**config.mk**
```make
export PLATFORM = sky130hd
export DESIGN_NAME = apb3_initiator_flat
export DESIGN_NICKNAME = d
export VERILOG_FILES = /design/src/rtl/apb3_initiator_pkg.sv /design/src/rtl/apb3_initiator_if.sv /design/src/rtl/apb3_initiator_timeout_ctr.sv /design/src/rtl/apb3_initiator.sv /design/src/flat_wrapper.sv
export SDC_FILE = /design/constraint.sdc
export NUM_CORES = 1
export LEC_CHECK = 0
export CAP_MARGIN = 5
export CORE_ASPECT_RATIO = 1.5
export CORE_MARGIN = 2
export CORE_UTILIZATION = 45
export CTS_BUF_LIST = sky130_fd_sc_hd__clkbuf_16
export CTS_CLUSTER_SIZE = 24
export DETAILED_ROUTE_END_ITERATION = 12
export GPL_TIMING_DRIVEN = 0
export PLACE_DENSITY_LB_ADDON = 0.1
export SLEW_MARGIN = 20
export SYNTH_ARGS = -nofsm -noshare
export SYNTH_HDL_FRONTEND = slang
export SYNTH_HIERARCHICAL = 1
export SYNTH_SLANG_ARGS = --single-unit
```
**constraint.sdc**
```tcl
create_clock -name PCLK -period 3.15 [get_ports PCLK]
set_clock_uncertainty 0.05 [all_clocks]
set_input_delay 0.315 -clock PCLK [delete_from_list [all_inputs] [get_ports PCLK]]
set_output_delay 0.315 -clock PCLK [all_outputs]
set_load 0.05 [all_outputs]
```
**src/rtl/apb3_initiator_pkg.sv**
```systemverilog
// apb3_initiator_pkg
// Shared definitions for the APB3 initiator slice.
//   - state_t : transfer sequencer states (IDLE, SETUP, ACCESS)
//   - DEF_*   : default address/data width and ACCESS-phase timeout limit
//   - rsp_t   : registered response record (read data, error, timeout)
//   - make_rsp: builds an rsp_t from its fields
package apb3_initiator_pkg;

    localparam int DEF_ADDR_W         = 5;
    localparam int DEF_DATA_W         = 8;
    localparam int DEF_TIMEOUT_CYCLES = 255;

    typedef enum logic [1:0] {
        IDLE   = 2'd0,
        SETUP  = 2'd1,
        ACCESS = 2'd2
    } state_t;

    typedef struct packed {
        logic [DEF_DATA_W-1:0] rdata;
        logic                  err;
        logic                  timeout;
    } rsp_t;

    function automatic rsp_t make_rsp(input logic [DEF_DATA_W-1:0] rdata,
                                      input logic                  err,
                                      input logic                  timeout);
        rsp_t r;
        r.rdata   = rdata;
        r.err     = err;
        r.timeout = timeout;
        return r;
    endfunction

endpackage

```
**src/rtl/apb3_initiator_if.sv**
```systemverilog
// apb3_initiator_if
// Bundles the command port, the response port and the APB3 bus of the
// initiator.
//   master modport : the initiator (drives cmd_ready, rsp_*, PADDR, PSEL,
//                    PENABLE, PWRITE, PWDATA)
//   slave modport  : the surroundings (local controller plus APB peripheral)
// Parameters ADDR_W / DATA_W size PADDR, cmd_addr and the data buses.
interface apb3_initiator_if
    import apb3_initiator_pkg::*;
#(
    parameter int ADDR_W = DEF_ADDR_W,
    parameter int DATA_W = DEF_DATA_W
);

    logic              cmd_valid;
    logic              cmd_ready;
    logic              cmd_write;
    logic [ADDR_W-1:0] cmd_addr;
    logic [DATA_W-1:0] cmd_wdata;

    logic              rsp_valid;
    logic              rsp_ready;
    logic [DATA_W-1:0] rsp_rdata;
    logic              rsp_err;
    logic              rsp_timeout;

    logic [ADDR_W-1:0] PADDR;
    logic              PSEL;
    logic              PENABLE;
    logic              PWRITE;
    logic [DATA_W-1:0] PWDATA;
    logic [DATA_W-1:0] PRDATA;
    logic              PREADY;
    logic              PSLVERR;

    modport master (
        input  cmd_valid, cmd_write, cmd_addr, cmd_wdata,
        output cmd_ready,
        output rsp_valid, rsp_rdata, rsp_err, rsp_timeout,
        input  rsp_ready,
        output PADDR, PSEL, PENABLE, PWRITE, PWDATA,
        input  PRDATA, PREADY, PSLVERR
    );

    modport slave (
        output cmd_valid, cmd_write, cmd_addr, cmd_wdata,
        input  cmd_ready,
        input  rsp_valid, rsp_rdata, rsp_err, rsp_timeout,
        output rsp_ready,
        input  PADDR, PSEL, PENABLE, PWRITE, PWDATA,
        output PRDATA, PREADY, PSLVERR
    );

endinterface

```
**src/rtl/apb3_initiator_timeout_ctr.sv**
```systemverilog
// apb_timeout_ctr
// Counts ACCESS-phase wait cycles and flags the cycle on which the limit
// is reached.
//   clk, rst_n : clock, asynchronous active-low reset
//   clear      : restart the count (asserted while in SETUP)
//   inc        : one more wait cycle (ACCESS with PREADY low)
//   expired    : this inc cycle is wait cycle number LIMIT
module apb_timeout_ctr #(
    parameter int LIMIT = 255
) (
    input  logic clk,
    input  logic rst_n,
    input  logic clear,
    input  logic inc,
    output logic expired
);

    localparam int CNT_W = $clog2(LIMIT + 1);

    logic [CNT_W-1:0] count_r;

    // Wait-cycle counter; the sequencer leaves ACCESS on expiry so it never wraps.
    always_ff @(posedge clk or negedge rst_n) begin
        if (!rst_n) begin
            count_r <= {CNT_W{1'b0}};
        end else if (clear) begin
            count_r <= {CNT_W{1'b0}};
        end else if (inc) begin
            count_r <= count_r + CNT_W'(1);
        end else begin
            count_r <= count_r;
        end
    end

    // Count holds the waits already seen, so LIMIT-1 plus this one hits the limit.
    assign expired = inc && (count_r == CNT_W'(LIMIT - 1));

endmodule

```
**src/rtl/apb3_initiator.sv**
```systemverilog
// apb3_initiator
// Turns valid/ready commands into single APB3 transfers and returns one
// registered response per command.
//   PCLK    : clock, rising edge
//   PRESETN : asynchronous active-low reset
//   bus     : apb3_initiator_if.master (command, response and APB signals)
// Build option: define APB_TIMEOUT_EN to abort an ACCESS phase after
// TIMEOUT_CYCLES wait cycles (response flagged err + timeout). Without it
// ACCESS waits for PREADY indefinitely and rsp_timeout is always 0.
module apb3_initiator
    import apb3_initiator_pkg::*;
#(
    parameter int ADDR_W         = DEF_ADDR_W,
    parameter int DATA_W         = DEF_DATA_W,
    parameter int TIMEOUT_CYCLES = DEF_TIMEOUT_CYCLES
) (
    input  logic              PCLK,
    input  logic              PRESETN,
    apb3_initiator_if.master  bus
);

    state_t            state_r;
    logic [ADDR_W-1:0] paddr_r;
    logic [DATA_W-1:0] pwdata_r;
    logic              pwrite_r;
    logic              psel_r;
    logic              penable_r;
    logic              cmd_ready_r;
    logic              rsp_valid_r;
    rsp_t              rsp_r;

    logic cmd_fire_s;
    logic rsp_fire_s;
    logic timeout_s;

    assign cmd_fire_s = bus.cmd_valid && cmd_ready_r;
    assign rsp_fire_s = rsp_valid_r && bus.rsp_ready;

`ifdef APB_TIMEOUT_EN
    logic ctr_clear_s;
    logic ctr_inc_s;

    assign ctr_clear_s = (state_r == SETUP);
    assign ctr_inc_s   = (state_r == ACCESS) && !bus.PREADY;

    apb_timeout_ctr #(
        .LIMIT (TIMEOUT_CYCLES)
    ) u_timeout_ctr (
        .clk     (PCLK),
        .rst_n   (PRESETN),
        .clear   (ctr_clear_s),
        .inc     (ctr_inc_s),
        .expired (timeout_s)
    );
`else
    assign timeout_s = 1'b0;
`endif

    // Transfer sequencer: state, APB drive and response registers.
    always_ff @(posedge PCLK or negedge PRESETN) begin
        if (!PRESETN) begin
            state_r     <= IDLE;
            paddr_r     <= {ADDR_W{1'b0}};
            pwdata_r    <= {DATA_W{1'b0}};
            pwrite_r    <= 1'b0;
            psel_r      <= 1'b0;
            penable_r   <= 1'b0;
            cmd_ready_r <= 1'b0;
            rsp_valid_r <= 1'b0;
            rsp_r       <= make_rsp({DEF_DATA_W{1'b0}}, 1'b0, 1'b0);
        end else begin
            case (state_r)
                IDLE: begin
                    // cmd_ready already excludes a pending response, so the
                    // two handshakes never fire together.
                    if (cmd_fire_s) begin
                        state_r     <= SETUP;
                        paddr_r     <= bus.cmd_addr;
                        pwrite_r    <= bus.cmd_write;
                        pwdata_r    <= bus.cmd_wdata;
                        psel_r      <= 1'b1;
                        penable_r   <= 1'b0;
                        cmd_ready_r <= 1'b0;
                    end else if (rsp_fire_s) begin
                        rsp_valid_r <= 1'b0;
                        cmd_ready_r <= 1'b1;
                    end else begin
                        cmd_ready_r <= !rsp_valid_r;
                    end
                end
                SETUP: begin
                    state_r     <= ACCESS;
                    psel_r      <= 1'b1;
                    penable_r   <= 1'b1;
                    cmd_ready_r <= 1'b0;
                end
                ACCESS: begin
                    cmd_ready_r <= 1'b0;
                    // PREADY wins over a timeout landing on the same cycle.
                    if (bus.PREADY) begin
                        state_r     <= IDLE;
                        psel_r      <= 1'b0;
                        penable_r   <= 1'b0;
                        rsp_valid_r <= 1'b1;
                        rsp_r       <= make_rsp(pwrite_r ? {DEF_DATA_W{1'b0}}
                                                         : DEF_DATA_W'(bus.PRDATA),
                                                bus.PSLVERR, 1'b0);
                    end else if (timeout_s) begin
                        state_r     <= IDLE;
                        psel_r      <= 1'b0;
                        penable_r   <= 1'b0;
                        rsp_valid_r <= 1'b1;
                        rsp_r       <= make_rsp({DEF_DATA_W{1'b0}}, 1'b1, 1'b1);
                    end else begin
                        state_r     <= ACCESS;
                        psel_r      <= 1'b1;
                        penable_r   <= 1'b1;
                    end
                end
                default: begin
                    state_r     <= IDLE;
                    psel_r      <= 1'b0;
                    penable_r   <= 1'b0;
                    cmd_ready_r <= 1'b0;
                end
            endcase
        end
    end

    assign bus.cmd_ready   = cmd_ready_r;
    assign bus.rsp_valid   = rsp_valid_r;
    assign bus.rsp_rdata   = DATA_W'(rsp_r.rdata);
    assign bus.rsp_err     = rsp_r.err;
    assign bus.rsp_timeout = rsp_r.timeout;
    assign bus.PADDR       = paddr_r;
    assign bus.PSEL        = psel_r;
    assign bus.PENABLE     = penable_r;
    assign bus.PWRITE      = pwrite_r;
    assign bus.PWDATA      = pwdata_r;

endmodule

```
**src/flat_wrapper.sv**
```systemverilog
// flat-port wrapper written by rule: the top's interface ports become plain ports
module apb3_initiator_flat import apb3_initiator_pkg::*;
#(
    parameter int ADDR_W         = DEF_ADDR_W,
    parameter int DATA_W         = DEF_DATA_W,
    parameter int TIMEOUT_CYCLES = DEF_TIMEOUT_CYCLES
)
  (PCLK, PRESETN, bus_cmd_valid, bus_cmd_write, bus_cmd_addr, bus_cmd_wdata, bus_cmd_ready, bus_rsp_valid, bus_rsp_rdata, bus_rsp_err, bus_rsp_timeout, bus_rsp_ready, bus_PADDR, bus_PSEL, bus_PENABLE, bus_PWRITE, bus_PWDATA, bus_PRDATA, bus_PREADY, bus_PSLVERR);
  apb3_initiator_if #(.ADDR_W(ADDR_W), .DATA_W(DATA_W)) bus_i ();
  input  logic PCLK;
  input  logic PRESETN;
  input wire logic [$bits(bus_i.cmd_valid)-1:0] bus_cmd_valid;
  input wire logic [$bits(bus_i.cmd_write)-1:0] bus_cmd_write;
  input wire logic [$bits(bus_i.cmd_addr)-1:0] bus_cmd_addr;
  input wire logic [$bits(bus_i.cmd_wdata)-1:0] bus_cmd_wdata;
  output wire logic [$bits(bus_i.cmd_ready)-1:0] bus_cmd_ready;
  output wire logic [$bits(bus_i.rsp_valid)-1:0] bus_rsp_valid;
  output wire logic [$bits(bus_i.rsp_rdata)-1:0] bus_rsp_rdata;
  output wire logic [$bits(bus_i.rsp_err)-1:0] bus_rsp_err;
  output wire logic [$bits(bus_i.rsp_timeout)-1:0] bus_rsp_timeout;
  input wire logic [$bits(bus_i.rsp_ready)-1:0] bus_rsp_ready;
  output wire logic [$bits(bus_i.PADDR)-1:0] bus_PADDR;
  output wire logic [$bits(bus_i.PSEL)-1:0] bus_PSEL;
  output wire logic [$bits(bus_i.PENABLE)-1:0] bus_PENABLE;
  output wire logic [$bits(bus_i.PWRITE)-1:0] bus_PWRITE;
  output wire logic [$bits(bus_i.PWDATA)-1:0] bus_PWDATA;
  input wire logic [$bits(bus_i.PRDATA)-1:0] bus_PRDATA;
  input wire logic [$bits(bus_i.PREADY)-1:0] bus_PREADY;
  input wire logic [$bits(bus_i.PSLVERR)-1:0] bus_PSLVERR;
  assign bus_i.cmd_valid = bus_cmd_valid;
  assign bus_i.cmd_write = bus_cmd_write;
  assign bus_i.cmd_addr = bus_cmd_addr;
  assign bus_i.cmd_wdata = bus_cmd_wdata;
  assign bus_cmd_ready = bus_i.cmd_ready;
  assign bus_rsp_valid = bus_i.rsp_valid;
  assign bus_rsp_rdata = bus_i.rsp_rdata;
  assign bus_rsp_err = bus_i.rsp_err;
  assign bus_rsp_timeout = bus_i.rsp_timeout;
  assign bus_i.rsp_ready = bus_rsp_ready;
  assign bus_PADDR = bus_i.PADDR;
  assign bus_PSEL = bus_i.PSEL;
  assign bus_PENABLE = bus_i.PENABLE;
  assign bus_PWRITE = bus_i.PWRITE;
  assign bus_PWDATA = bus_i.PWDATA;
  assign bus_i.PRDATA = bus_PRDATA;
  assign bus_i.PREADY = bus_PREADY;
  assign bus_i.PSLVERR = bus_PSLVERR;
  apb3_initiator #(.ADDR_W(ADDR_W), .DATA_W(DATA_W), .TIMEOUT_CYCLES(TIMEOUT_CYCLES)) u_core (.PCLK(PCLK), .PRESETN(PRESETN), .bus(bus_i));
endmodule
```
==> results.ini, run 1 <==
[sta]
drv_slew=0
max_slew.worst_pin.slew_ns=0.631
rsz0062_at_grt=no
final.min_clock_period_ns=1.94
setup_viol=0
setup_total_negative_slack_ns=0
timing_hold_violations_final=0
fmaxAchievable_mhz=515
postLayoutSetupSlackWorst_ns=1.21
maxSlewHeadroom=0.579
final.period_utilization=0.617

[drt]
dr.max_layer_used=met4
avgViaCountPerCell=4.92
met2_length_um=1580
detailroute.via_count=983
drt_drc_violations_left=0
drt_wl_total_um=2920
drt_iter0_markers=18
route.detailed.wl_per_inst_um=14.6
drtAntennaViolNets=0
met3_wl_um=228
dr.pass1.iters=4
routedLengthMet1_um=1080

[setup_path]
timing.critical_path.buf_inv=1
critPathMaxStageDelay_ns=0.85
crit_slowest_cell=clkdlybuf4s50_1
worst_path_arrival_ns=1.58
setup.worst_path.end_class=output port
critical_path_peak_fanout=10
worst-endpoint-required_ns=2.78
startpoint_type_of_the_worst_setup_path=flip-flop
critical_path.cell_chain=clkdlybuf4s50_1
critPathKind=flip-flop to output port
crit_family=buffers and inverters

[min_path]
worst_hold_path_type=input port to async pin

[clocking]
cts-root-to-sink-buffers=2
cts_made_buffers=5
clk_latency_ns=0.27
cts-root-buf=clkbuf_16
cts-hold-fix-buffers=0
clkSlewWorstSetupHoldPaths_ns=0.05
post_cts.repair.setup_buffers=0
cts_sinks=29
htree_num_levels=2
tritoncts=done
post_cts_resized=0

[synthesis]
synth.top_cell.area_share=0.559
yosysWarningCount=6
ys_types=21
part_of_the_yosys_area_used_for_sequential_elements=0.559
synthDominantAreaCellType=dfrtp_1
post_synth_inst_count=102
yosys_register_bits=29
ys_top_cells_by_area=dfrtp_1 (56%), mux2_4 (10%), ha_1 (5.8%)
post_synthesis_area_per_instance_um2=12.7
synth_area_um2=1300
synthesis.nets=136

[global_routing]
grt_antenna_before_repair=0
first_global_vias=1010
global_route.overflow_total=0
grt.total_usage=0.197
largest_net_degree_at_the_start_of_global_routing=30
grt_pass1_wl_um=4560

[placement]
gpl.final_weighted_congestion=0.725
dp_hpwl_um=2240
pre_cts_ws_ns=1.43
port-buffer-count=54
post-place-cells=193

[finish]
drive_gt1_frac=0.160
syn_to_final_growth_pct=55.1
finish.net_count=197
final_cell_count_no_fill=200
antenna_diode_instance_count=0
multi_input_comb_area_um2=533
nFillCells=215
ff_latch_area_um2=726

[run]
max_cap_violations=0

[status]
outcome=complete, no violations

[pwr]
power.ir.vdd_worst_mv=0.830
leakage_nw=0.921
total_power_mw=2.50
power_density_nw_per_um2=1240

[floorplan]
dieHeight_um=69.8
width_of_the_die_um=47.8
num_io_pins=56
start_util=0.480
placementRows=23
design.core.area_um2=2710
fp.dieArea_um2=3340

cell usage after synthesis:
| master | n |
|---|---|
| a21o_1 | 1 |
| buf_6 | 1 |
| o31ai_1 | 1 |
| nand2b_1 | 8 |
| inv_1 | 4 |
| nand2_1 | 14 |
| o21ai_0 | 12 |
| a221oi_1 | 1 |
| nor3_1 | 1 |
| buf_4 | 1 |
| mux2i_1 | 2 |
| dfrtp_1 | 29 |
| mux2_4 | 9 |
| ha_1 | 6 |
| conb_1 | 1 |
| a21boi_2 | 1 |
| mux2_2 | 6 |
| nand3_1 | 1 |
| buf_2 | 1 |
| nand3_4 | 1 |
| nor2b_1 | 1 |
kinds of logic after synthesis:
group                    share of synthesized area
AO/OA/AOI/OAI                               0.0733
multiplexers                                 0.172
buffers and inverters                       0.0299
flip-flops                                   0.559
AND/OR/NAND/NOR                              0.105
adder cells (fa/ha/maj)                     0.0579
other                                      0.00289
path summary, 6_finish.rpt:
kind | end | depth (start not counted) | startpoint | slack, ns
min in group PCLK | u_core/bus.PENABLE | 2 | u_core/bus.PENABLE | 0.43
setup reg to reg | u_core/bus.PWDATA[2] | 5 | u_core/state_r[0] | 1.47
max in group asynchronous | u_core/bus.PWDATA[0] | 1 | PRESETN | 2.62
hold / removal | u_core/bus.rsp_err | 1 | PRESETN | 0.01
setup / recovery | bus_PWRITE | 1 | u_core/bus.PWRITE | 1.21
hold reg to reg | u_core/bus.PENABLE | 2 | u_core/bus.PENABLE | 0.43
report_power, final:
part | internal (mW) | total (mW) | leakage, nW | switching, mW
sequential | 0.555 | 0.674 | 0.356 | 0.120
combinational | 0.537 | 1.40 | 0.497 | 0.860
clock | 0.280 | 0.425 | 0.0685 | 0.145
total | 1.37 | 2.50 | 0.921 | 1.12
sequential cells by signal, indices dropped and copies added, names as in the netlist:
name                  count
u_core/bus.PSEL           1
u_core/bus.PENABLE        1
u_core/bus.cmd_ready      1
u_core/bus.PWRITE         1
u_core/bus.PADDR          5
u_core/bus.rsp_err        1
u_core/bus.rsp_valid      1
u_core/bus.PWDATA         8
u_core/bus.rsp_rdata      8
u_core/state_r            2
cells in the final DEF (no fill, tap or decap), drive strengths merged:
master,instances
mux2i,2
clkbuf,5
mux2,15
buf,4
nand2,14
o21ai,12
a21boi,1
a21o,1
nand2b,8
a221oi,1
clkdlybuf4s50,53
nand3,2
dfrtp,29
nor3,1
clkinv,1
o31ai,1
conb,1
inv,5
nor2b,1
ha,6
through the flow:
step                 util  cell area [µm²]  hold WS (ns)
CTS                 0.744             2010        0.0331
global placement    0.697             1880         0.414
finish              0.744             2010        0.0124
detailed placement  0.695             1880         0.321
global route        0.744             2010        0.0621
floorplan               -             1300       -0.0306
per-layer routing:
metal  global-route usage  up-vias
met3               0.0833        4
li1                     -      464
met1                0.200      478
met4               0.0721        0
met5                    0        -
met2                0.335       37
layout make-up:
class                           instances  share of cell area
Sequential cell                        29               0.361
Timing Repair Buffer                   54               0.266
Multi-Input combinational cell         66               0.265
Clock buffer                            5              0.0622
Tap cell                               37              0.0230
Buffer                                  3              0.0118
Inverter                                4             0.00746
Clock inverter                          2             0.00373
(Power assumes the default switching activity.)
==> inputs of run 2 (changes only) <==
--- a/config.mk
+++ b/config.mk
@@ -8,7 +8,7 @@
 export CAP_MARGIN = 5
 export CORE_ASPECT_RATIO = 1.5
 export CORE_MARGIN = 2
-export CORE_UTILIZATION = 45
+export CORE_UTILIZATION = 37
 export CTS_BUF_LIST = sky130_fd_sc_hd__clkbuf_16
 export CTS_CLUSTER_SIZE = 24
 export DETAILED_ROUTE_END_ITERATION = 12
==> constraint.sdc (replaced) <==
create_clock -name PCLK -period 1.6 [get_ports PCLK]
set_clock_uncertainty 0.05 [all_clocks]
set_input_delay 0.16 -clock PCLK [delete_from_list [all_inputs] [get_ports PCLK]]
set_output_delay 0.16 -clock PCLK [all_outputs]
set_load 0.05 [all_outputs]
==> results.ini, run 2 (synthesized netlist as in run 1, its figures left out) <==
[sta]
postLayoutSetupSlackWorst_ns=0.0990
drv_slew=0
max_slew.worst_pin.slew_ns=0.646
final.min_clock_period_ns=1.50
setup_viol=0
maxSlewHeadroom=0.569
final.period_utilization=0.938
rsz0062_at_grt=no
timing_hold_violations_final=0
fmaxAchievable_mhz=666
timing.hold.ws_ns=0.406

[floorplan]
placementRows=26
design.core.area_um2=3380
width_of_the_die_um=52.4
fp.dieArea_um2=4010
start_util=0.384
num_io_pins=56
dieHeight_um=76.5

[setup_path]
critical_path_peak_fanout=10
crit_family=buffers and inverters
crit_slowest_cell=dlygate4sd2_1
ff2ff_setup_slack_ns=0.1
critPathMaxStageDelay_ns=0.56
worst-endpoint-required_ns=1.39
setup.worst_path.end_class=output port
critical_path.cell_chain=dlygate4sd2_1
timing.critical_path.buf_inv=1
worst_path_arrival_ns=1.29
startpoint_type_of_the_worst_setup_path=flip-flop
critPathKind=flip-flop to output port

[clocking]
cts-root-to-sink-buffers=2
cts-root-buf=clkbuf_16
tritoncts=done
htree_num_levels=2
clkSlewWorstSetupHoldPaths_ns=0.05
post_cts.repair.setup_buffers=0
cts_made_buffers=5
clk_latency_ns=0.27
cts_sinks=29

[run]
max_cap_violations=0

[finish]
antenna_diode_instance_count=0
drive_gt1_frac=0.182
utilization=0.595
total_non_filler_cell_area_in_the_finished_layout_um2=2010
finish.net_count=198
mostFrequentLayoutCell=dfrtp_1
final_cell_count_no_fill=207
most_used_cells_in_the_layout_excluding_fill_and_tap_cells=dfrtp_1 (29), dlygate4sd2_1 (27), clkdlybuf4s50_1 (26)
syn_to_final_growth_pct=55.1

[placement]
dp_hpwl_um=2140
post-place-cells=198
dpl_cell_area_um2=1890
pre_cts_ws_ns=-0.0521
gpl.final_weighted_congestion=0.703
port-buffer-count=54

[global_routing]
global_route.overflow_total=0
grt_pass1_wl_um=4720
grt_antenna_before_repair=0
grt.total_usage=0.159
first_global_vias=971
largest_net_degree_at_the_start_of_global_routing=30

[drt]
detailroute.via_count=963
route.detailed.wl_per_inst_um=13.7
drt_drc_violations_left=0
avgViaCountPerCell=4.65
drtAntennaViolNets=0
dr.pass1.iters=2
drt_wl_total_um=2830
drt_iter0_markers=5

[pwr]
leakage_nw=0.983
power.ir.vdd_worst_mv=1.26
power_density_nw_per_um2=2350

[min_path]
worst_hold_path_type=input port to async pin

[status]
outcome=complete, no violations

[run 2: final cells by class]
cell class | count | area (µm²)
multi-input combinational | 66 | 546
inverter | 4 | 15.0
fill | 304 | 1370
buffer | 3 | 23.8
clock buffer | 5 | 125
clock inverter | 3 | 12.5
timing repair buffer | 55 | 512
sequential | 29 | 726
tap | 42 | 52.6
[run 2: per-stage QoR]
step	setup TNS, ns	power (mW)
CTS	0	4.75
global placement	-4.67	4.03
global route	0	4.98
finish	0	4.72
floorplan	0	3.17
detailed placement	-0.423	4.09
[run 2: metal layers]
layer / share of wire / GRT usage / vias to the layer above
met4: 0.029 / 0.0846 / 0
met3: 0.063 / 0.0451 / 9
li1: - / - / 469
met5: 0 / 0 / -
met1: 0.38 / 0.178 / 453
met2: 0.53 / 0.263 / 32
[run 2: final timing paths]
check	from	to	cells after the start
hold reg to reg	u_core/bus.rsp_rdata[4]	u_core/bus.rsp_rdata[4]	2
max in group asynchronous	PRESETN	u_core/bus.PWDATA[0]	2
setup reg to reg	u_core/state_r[0]	u_core/bus.PWDATA[0]	5
min in group PCLK	bus_PRDATA[2]	u_core/bus.rsp_rdata[2]	3
setup / recovery	u_core/bus.PWRITE	bus_PWRITE	1
hold / removal	PRESETN	u_core/bus.rsp_rdata[2]	2
[run 2: report_power, final]
| group | switching (mW) | internal (mW) | total, mW | leakage (nW) |
|---|---|---|---|---|
| clock | 0.298 | 0.559 | 0.857 | 0.0687 |
| combinational | 1.69 | 0.854 | 2.55 | 0.559 |
| sequential | 0.225 | 1.09 | 1.32 | 0.356 |
[run 2: repair_timing]
action | CTS | global route
endpoints found under the hold margin | 29 | 0
hold buffers | 1 | 0
gates resized for setup | 30 | 1
setup endpoints to repair | 36 | 9
